<file path="config.mk">
export PLATFORM = sky130hd
export DESIGN_NAME = tick_scheduler
export DESIGN_NICKNAME = d
export VERILOG_FILES = /design/src/rtl/tick_scheduler.sv
export SDC_FILE = /design/constraint.sdc
export NUM_CORES = 1
export LEC_CHECK = 0
export CORE_AREA = 2 2 193 195
export CTS_CLUSTER_DIAMETER = 200
export DETAILED_ROUTE_END_ITERATION = 10
export DIE_AREA = 0 0 195 197
export GPL_TIMING_DRIVEN = 0
export HOLD_SLACK_MARGIN = 0.03
export PLACE_DENSITY = 0.91
export SLEW_MARGIN = 25
export SYNTH_ARGS = -nofsm -noshare
export SYNTH_HDL_FRONTEND = slang
export SYNTH_SLANG_ARGS = --single-unit
</file>
<file path="constraint.sdc">
create_clock -name CLK -period 10.1 [get_ports CLK]
set_input_delay 2.02 -clock CLK [delete_from_list [all_inputs] [get_ports CLK]]
set_output_delay 2.02 -clock CLK [all_outputs]
set_load 0.01 [all_outputs]
</file>
<file path="src/rtl/tick_scheduler.sv">
// Four independent programmable tick generators configured through a single command port.
// Defining TICK_SCHEDULER_TOGGLE_EN adds CLK_OUT, a per-channel square wave that flips on every tick.
module tick_scheduler #(
   parameter int DIV_W       = 24,
   parameter int DEFAULT_DIV = 50
) (
   input  logic             CLK,
   input  logic             RESET_N,
   input  logic             CMD_VALID,
   output logic             CMD_READY,
   input  logic [1:0]       CMD_CH,
   input  logic [1:0]       CMD_OP,
   input  logic [DIV_W-1:0] CMD_DIV,
   output logic [3:0]       TICK,
   output logic [3:0]       ACTIVE
`ifdef TICK_SCHEDULER_TOGGLE_EN
   ,
   output logic [3:0]       CLK_OUT
`endif
);

   localparam logic [1:0]       OP_STOP     = 2'd0;
   localparam logic [1:0]       OP_PERIODIC = 2'd1;
   localparam logic [1:0]       OP_ONESHOT  = 2'd2;
   localparam logic [DIV_W-1:0] DEF_D       = DIV_W'(DEFAULT_DIV);
   localparam logic [DIV_W-1:0] ONE         = DIV_W'(1);

   logic r_ready;
   logic w_accept;

   always_ff @(posedge CLK or negedge RESET_N) begin
      if (!RESET_N) r_ready <= 1'b0;
      else          r_ready <= 1'b1;
   end

   assign CMD_READY = r_ready;
   assign w_accept  = CMD_VALID & r_ready;

   genvar gi;
   generate
      for (gi = 0; gi < 4; gi++) begin : g_ch
         logic [DIV_W-1:0] r_div;
         logic [DIV_W-1:0] r_pend_div;
         logic [DIV_W-1:0] r_cnt;
         logic             r_pend;
         logic             r_oneshot;
         logic             r_active;
         logic             r_tick;

         logic             w_sel;
         logic             w_start;
         logic             w_stop;
         logic             w_term;
         logic             w_ends;
         logic             w_tick_next;
         logic [DIV_W-1:0] w_div_eff;
         logic [DIV_W-1:0] w_pend_eff;
         logic [DIV_W-1:0] w_div_after;
         logic [DIV_W-1:0] w_cnt_next;

         assign w_sel      = w_accept && (CMD_CH == 2'(gi));
         assign w_start    = w_sel && ((CMD_OP == OP_PERIODIC) || (CMD_OP == OP_ONESHOT));
         assign w_stop     = w_sel && (CMD_OP == OP_STOP);
         assign w_div_eff  = (r_div == '0) ? ONE : r_div;
         assign w_pend_eff = (r_pend_div == '0) ? ONE : r_pend_div;
         // Counter runs 1..D; the cycle holding D is the tick cycle (terminal count).
         assign w_term      = r_active && (r_cnt >= w_div_eff);
         assign w_ends      = w_term && r_oneshot;
         assign w_div_after = (w_term && r_pend) ? w_pend_eff : w_div_eff;
         assign w_cnt_next  = w_term ? ONE : (r_cnt + ONE);

         always_comb begin
            w_tick_next = 1'b0;
            if (w_start)
               w_tick_next = (w_div_after == ONE);
            else if (!w_stop && r_active && !w_ends)
               w_tick_next = (w_cnt_next == w_div_after);
         end

         always_ff @(posedge CLK or negedge RESET_N) begin
            if (!RESET_N) begin
               r_div      <= DEF_D;
               r_pend_div <= '0;
               r_pend     <= 1'b0;
               r_cnt      <= '0;
               r_oneshot  <= 1'b0;
               r_active   <= 1'b0;
               r_tick     <= 1'b0;
            end else begin
               r_tick <= w_tick_next;
               if (r_active)
                  r_cnt <= w_cnt_next;
               if (w_term && r_pend) begin
                  r_div  <= r_pend_div;
                  r_pend <= 1'b0;
               end
               if (w_ends) begin
                  r_active <= 1'b0;
                  r_cnt    <= '0;
               end
               // Commands are applied after the tick bookkeeping so they take priority.
               if (w_sel) begin
                  case (CMD_OP)
                     OP_STOP: begin
                        if (r_active) begin
                           r_active <= 1'b0;
                           r_cnt    <= '0;
                           if (r_pend) begin
                              r_div  <= r_pend_div;
                              r_pend <= 1'b0;
                           end
                        end
                     end
                     OP_PERIODIC, OP_ONESHOT: begin
                        r_active  <= 1'b1;
                        r_oneshot <= (CMD_OP == OP_ONESHOT);
                        r_cnt     <= ONE;
                     end
                     default: begin
                        if (r_active && !w_ends) begin
                           r_pend_div <= CMD_DIV;
                           r_pend     <= 1'b1;
                        end else begin
                           r_div <= CMD_DIV;
                        end
                     end
                  endcase
               end
            end
         end

         assign TICK[gi]   = r_tick;
         assign ACTIVE[gi] = r_active;

`ifdef TICK_SCHEDULER_TOGGLE_EN
         logic r_clk_out;

         always_ff @(posedge CLK or negedge RESET_N) begin
            if (!RESET_N)        r_clk_out <= 1'b0;
            else if (w_tick_next) r_clk_out <= ~r_clk_out;
         end

         assign CLK_OUT[gi] = r_clk_out;
`endif
      end
   endgenerate

endmodule
</file>
==> results.rst <==
.. list-table::
   :header-rows: 1

   * - Metric
     - Value
   * - Run status
     - finished, final reports clean
   * - Number of sinks handled by clock tree synthesis
     - just over 300
   * - Maximum achievable frequency
     - 179 MHz
   * - Number of setup buffers added after CTS
     - 0
   * - Total of buffers placed on input and output ports
     - 39
   * - Setup slack of the most critical reg-to-reg path
     - roughly 4800 ps
   * - Net count after synthesis
     - around 2,700
   * - Worst slew slack as a fraction of its limit
     - 27.2%
   * - Worst Hold Path EP
     - g_ch[2].r_cnt[23]
   * - Core Footprint
     - roughly 36,000 um2
   * - Leakage
     - 10.8 nW
   * - Clock skew
     - slightly above 20 ps
   * - Post-detailed-route via-to-cell ratio
     - around 7.3
   * - Startpoint of the worst-slack reg-to-reg timing path
     - g_ch[3].r_div[2]
   * - Number of DRC markers in iteration 0
     - 3,046
   * - Final hold slack
     - 554 ps
   * - Clock tree from TritonCTS
     - done
   * - Library cell with the largest summed area after synthesis
     - sky130_fd_sc_hd__dfrtp_1
   * - Number of global-route vias before repair
     - 22,500
   * - Post-synth EDFFs
     - 0
   * - Launch point of the critical path
     - CMD_OP[0]
   * - Final TNS setup
     - 0 ps
   * - Largest cells by area after synthesis
     - sky130_fd_sc_hd__dfrtp_1 32%, sky130_fd_sc_hd__ha_1 5.7%, sky130_fd_sc_hd__mux2_2 5.1%
   * - Clock buffer count from CTS
     - 37
   * - Total of flip-flops plus latches after synthesis
     - roughly 300
   * - Crit path max fanout
     - 7
   * - Final Setup Violations
     - 0
   * - Detailed placer's ending HPWL
     - roughly 60,000 um
   * - Number of placement rows
     - 70
   * - Total Nets Final
     - roughly 2,800
   * - Maximum Capacitance Violations
     - 0
   * - Clock H-tree levels
     - 2
   * - Startpoint type of the worst setup path
     - input port
   * - Worst min-delay path startpoint
     - g_ch[2].r_cnt[23]
   * - Count of hold buffers inserted by post-cts repair
     - 0
   * - Post-cts gate resize count
     - 0
   * - Number of detailed-route iterations in the first pass
     - 6
   * - Horizontal extent of the die
     - roughly 200 um
   * - Wire length of the first global-routing pass
     - ~130,000 um
   * - Pin count of the biggest net entering global routing
     - 89
   * - Wire per inst
     - approximately 26 um
   * - Setup slack after placement
     - between 4000 and 5000 ps
   * - P per Cell Area
     - 217 nW/um2
   * - Number of fillers in the final layout
     - slightly below 3,000
   * - Post-route clock period utilization
     - 55.4%
   * - Worst hold stages
     - 2
   * - Cell Area, Synth
     - roughly 23,000 um2
   * - Leading cell types by count after synthesis
     - 293 x sky130_fd_sc_hd__dfrtp_1, 231 x sky130_fd_sc_hd__nor2_1, 210 x sky130_fd_sc_hd__nand2_1
   * - Worst path arrival time
     - between 6000 and 7000 ps
   * - Shortest period the worst path allows
     - 5590 ps
   * - Portion of the post-synthesis area used by sequential elements
     - between 30 and 40%
   * - Path type of the worst setup path
     - in -> reg
   * - Post-Syn Area per Cell
     - slightly below 9 um2
   * - Slew of the pin with the lowest slew margin
     - 1090 ps
   * - Chip height
     - roughly 200 um
   * - Warning count from the yosys run
     - 0
   * - All-layer global routing usage
     - a little over two fifths
   * - Number of library cell types mapped by synthesis
     - 97
   * - Number of top-level design ports
     - 40
   * - Most numerous cell in the Yosys netlist
     - sky130_fd_sc_hd__dfrtp_1
   * - Die area
     - ~38,000 um2
   * - Share of the synthesized area in the top cell type
     - 32.4%
   * - Number of antenna violations at the first check in global routing
     - 4
   * - Worst setup slack after layout
     - approximately 4500 ps
   * - Remaining antenna violation count
     - 0
   * - Post-synthesis async set-or-reset flop share
     - 100%
   * - Depth of the worst register-to-register path
     - 15
   * - Worst-skew pair later-pin latency
     - roughly 570 ps
   * - Clock slew at reported path FFs
     - 60 ps
   * - Residual overflow from global routing
     - 0
   * - Share of post-route cells with drive strength above 1
     - under 10%
   * - Synth Flop Type
     - sky130_fd_sc_hd__dfrtp_1
   * - Maximum buffer depth of the clock tree
     - 3
   * - Worst IR Drop VDD
     - roughly 0.15 mV
   * - Detailed-route via count
     - 23,100
   * - Number of failing hold endpoints at the final stage
     - 0
   * - Mapped Cells
     - about 2,600
   * - RSZ-0062 raised after global routing
     - no
   * - Data required time at the worst endpoint
     - ~11,000 ps
   * - Capture instance of the worst register-to-register path
     - g_ch[3].r_tick
   * - DRT Wirelength
     - between 80,000 and 90,000 um
   * - Final weighted congestion in routability-driven placement
     - roughly 1.0
   * - Area added between synthesis and finish
     - 10.0%
   * - Number of pins exceeding their max-slew limit in the final report
     - 0
   * - Kind of end point of the critical path
     - register
   * - Power, Total
     - between 0.005 and 0.006 W
   * - Class of the worst hold path
     - reg -> reg
   * - Post-route DRC
     - 0
   * - Clock root buffer
     - sky130_fd_sc_hd__clkbuf_16
   * - Starting Density
     - roughly 62%
## placed cells by master (no fill, tap or decap), drive strengths merged, types with 60 or more instances in the layout
cell / count
a221o: 71
a221oi: 60
nand3: 72
nand2: 210
a21oi: 192
ha: 104
a21boi: 69
nor2: 231
mux2: 102
dfrtp: 293
o21bai: 68
inv: 119
clkbuf: 189
mux2i: 101
o21ai: 166
xnor2: 79
## metal layers
metal	part of all wire, %	global-route usage [%]	wire length, um
met4	6.7	25.7	5450
met2	43	64.5	35100
met3	14	10.6	11200
met1	37	54.7	30000
met5	0.049	0	40
## sequential cells by signal, indices dropped and copies added, names as in the netlist
name,flops
CMD_READY,1
g_ch.r_active,4
g_ch.r_cnt,96
g_ch.r_div,96
g_ch.r_oneshot,4
g_ch.r_pend,4
g_ch.r_pend_div,96
g_ch.r_tick,4
## cell type report
cell class,count,area (um2),area share [%]
Tap cell,468,586,2.35
Multi-Input combinational cell,2018,13900,55.6
Clock buffer,60,1130,4.55
Inverter,121,454,1.82
Antenna cell,2,5.00,0.0201
Clock inverter,6,62.6,0.251
Sequential cell,305,7650,30.7
Timing Repair Buffer,42,478,1.92
Buffer,161,701,2.81
## worst max-delay path by stage
stage,cells after the start,end
after floorplan,10,g_ch[3].r_tick
after global placement,1,g_ch[0].r_cnt[15]
after detailed placement,11,g_ch[3].r_tick
after CTS,11,g_ch[3].r_tick
after global routing,11,g_ch[3].r_tick
final,11,g_ch[3].r_tick
## metrics by stage
step / std cells / util [%] / area (um2)
6_report: 3183 / 68.7 / 24900
2_1_floorplan: 2605 / - / 22700
3_3_place_gp: 3112 / 65.2 / 23600
4_1_cts: 3181 / 68.7 / 24900
5_1_grt: 3181 / 68.7 / 24900
3_5_place_dp: 3115 / 65.4 / 23700
## cells by family after synthesis
group | after synthesis | synth area share (%)
AO/OA/AOI/OAI | 805 | 24.2
XOR/XNOR | 117 | 4.59
adder cells (fa/ha/maj) | 104 | 5.74
buffers and inverters | 282 | 5.10
flip-flops | 305 | 33.8
multiplexers | 203 | 9.53
other | 1 | 0.0166
AND/OR/NAND/NOR | 788 | 17.0
## critical path: stages
cell and delay (ps):
sky130_fd_sc_hd__clkdlybuf4s50_1 640, sky130_fd_sc_hd__inv_1 110, sky130_fd_sc_hd__ha_1 290, sky130_fd_sc_hd__clkbuf_1 280
sky130_fd_sc_hd__nor2_1 920, sky130_fd_sc_hd__nor2_1 80, sky130_fd_sc_hd__a21oi_1 150, sky130_fd_sc_hd__o221ai_1 150
sky130_fd_sc_hd__or4b_1 530, sky130_fd_sc_hd__or4_1 490, sky130_fd_sc_hd__o32ai_1 360
## power breakdown
group	switching [W]	internal, W	total, W	leakage (nW)
Combinational	0.00126	0.000850	0.00211	6.24
Clock	0.000554	0.000793	0.00135	0.588
Sequential	0.000447	0.00150	0.00195	3.99
Total	0.00226	0.00314	0.00541	10.8
No activity file was read; power rests on OpenSTA's default activity.
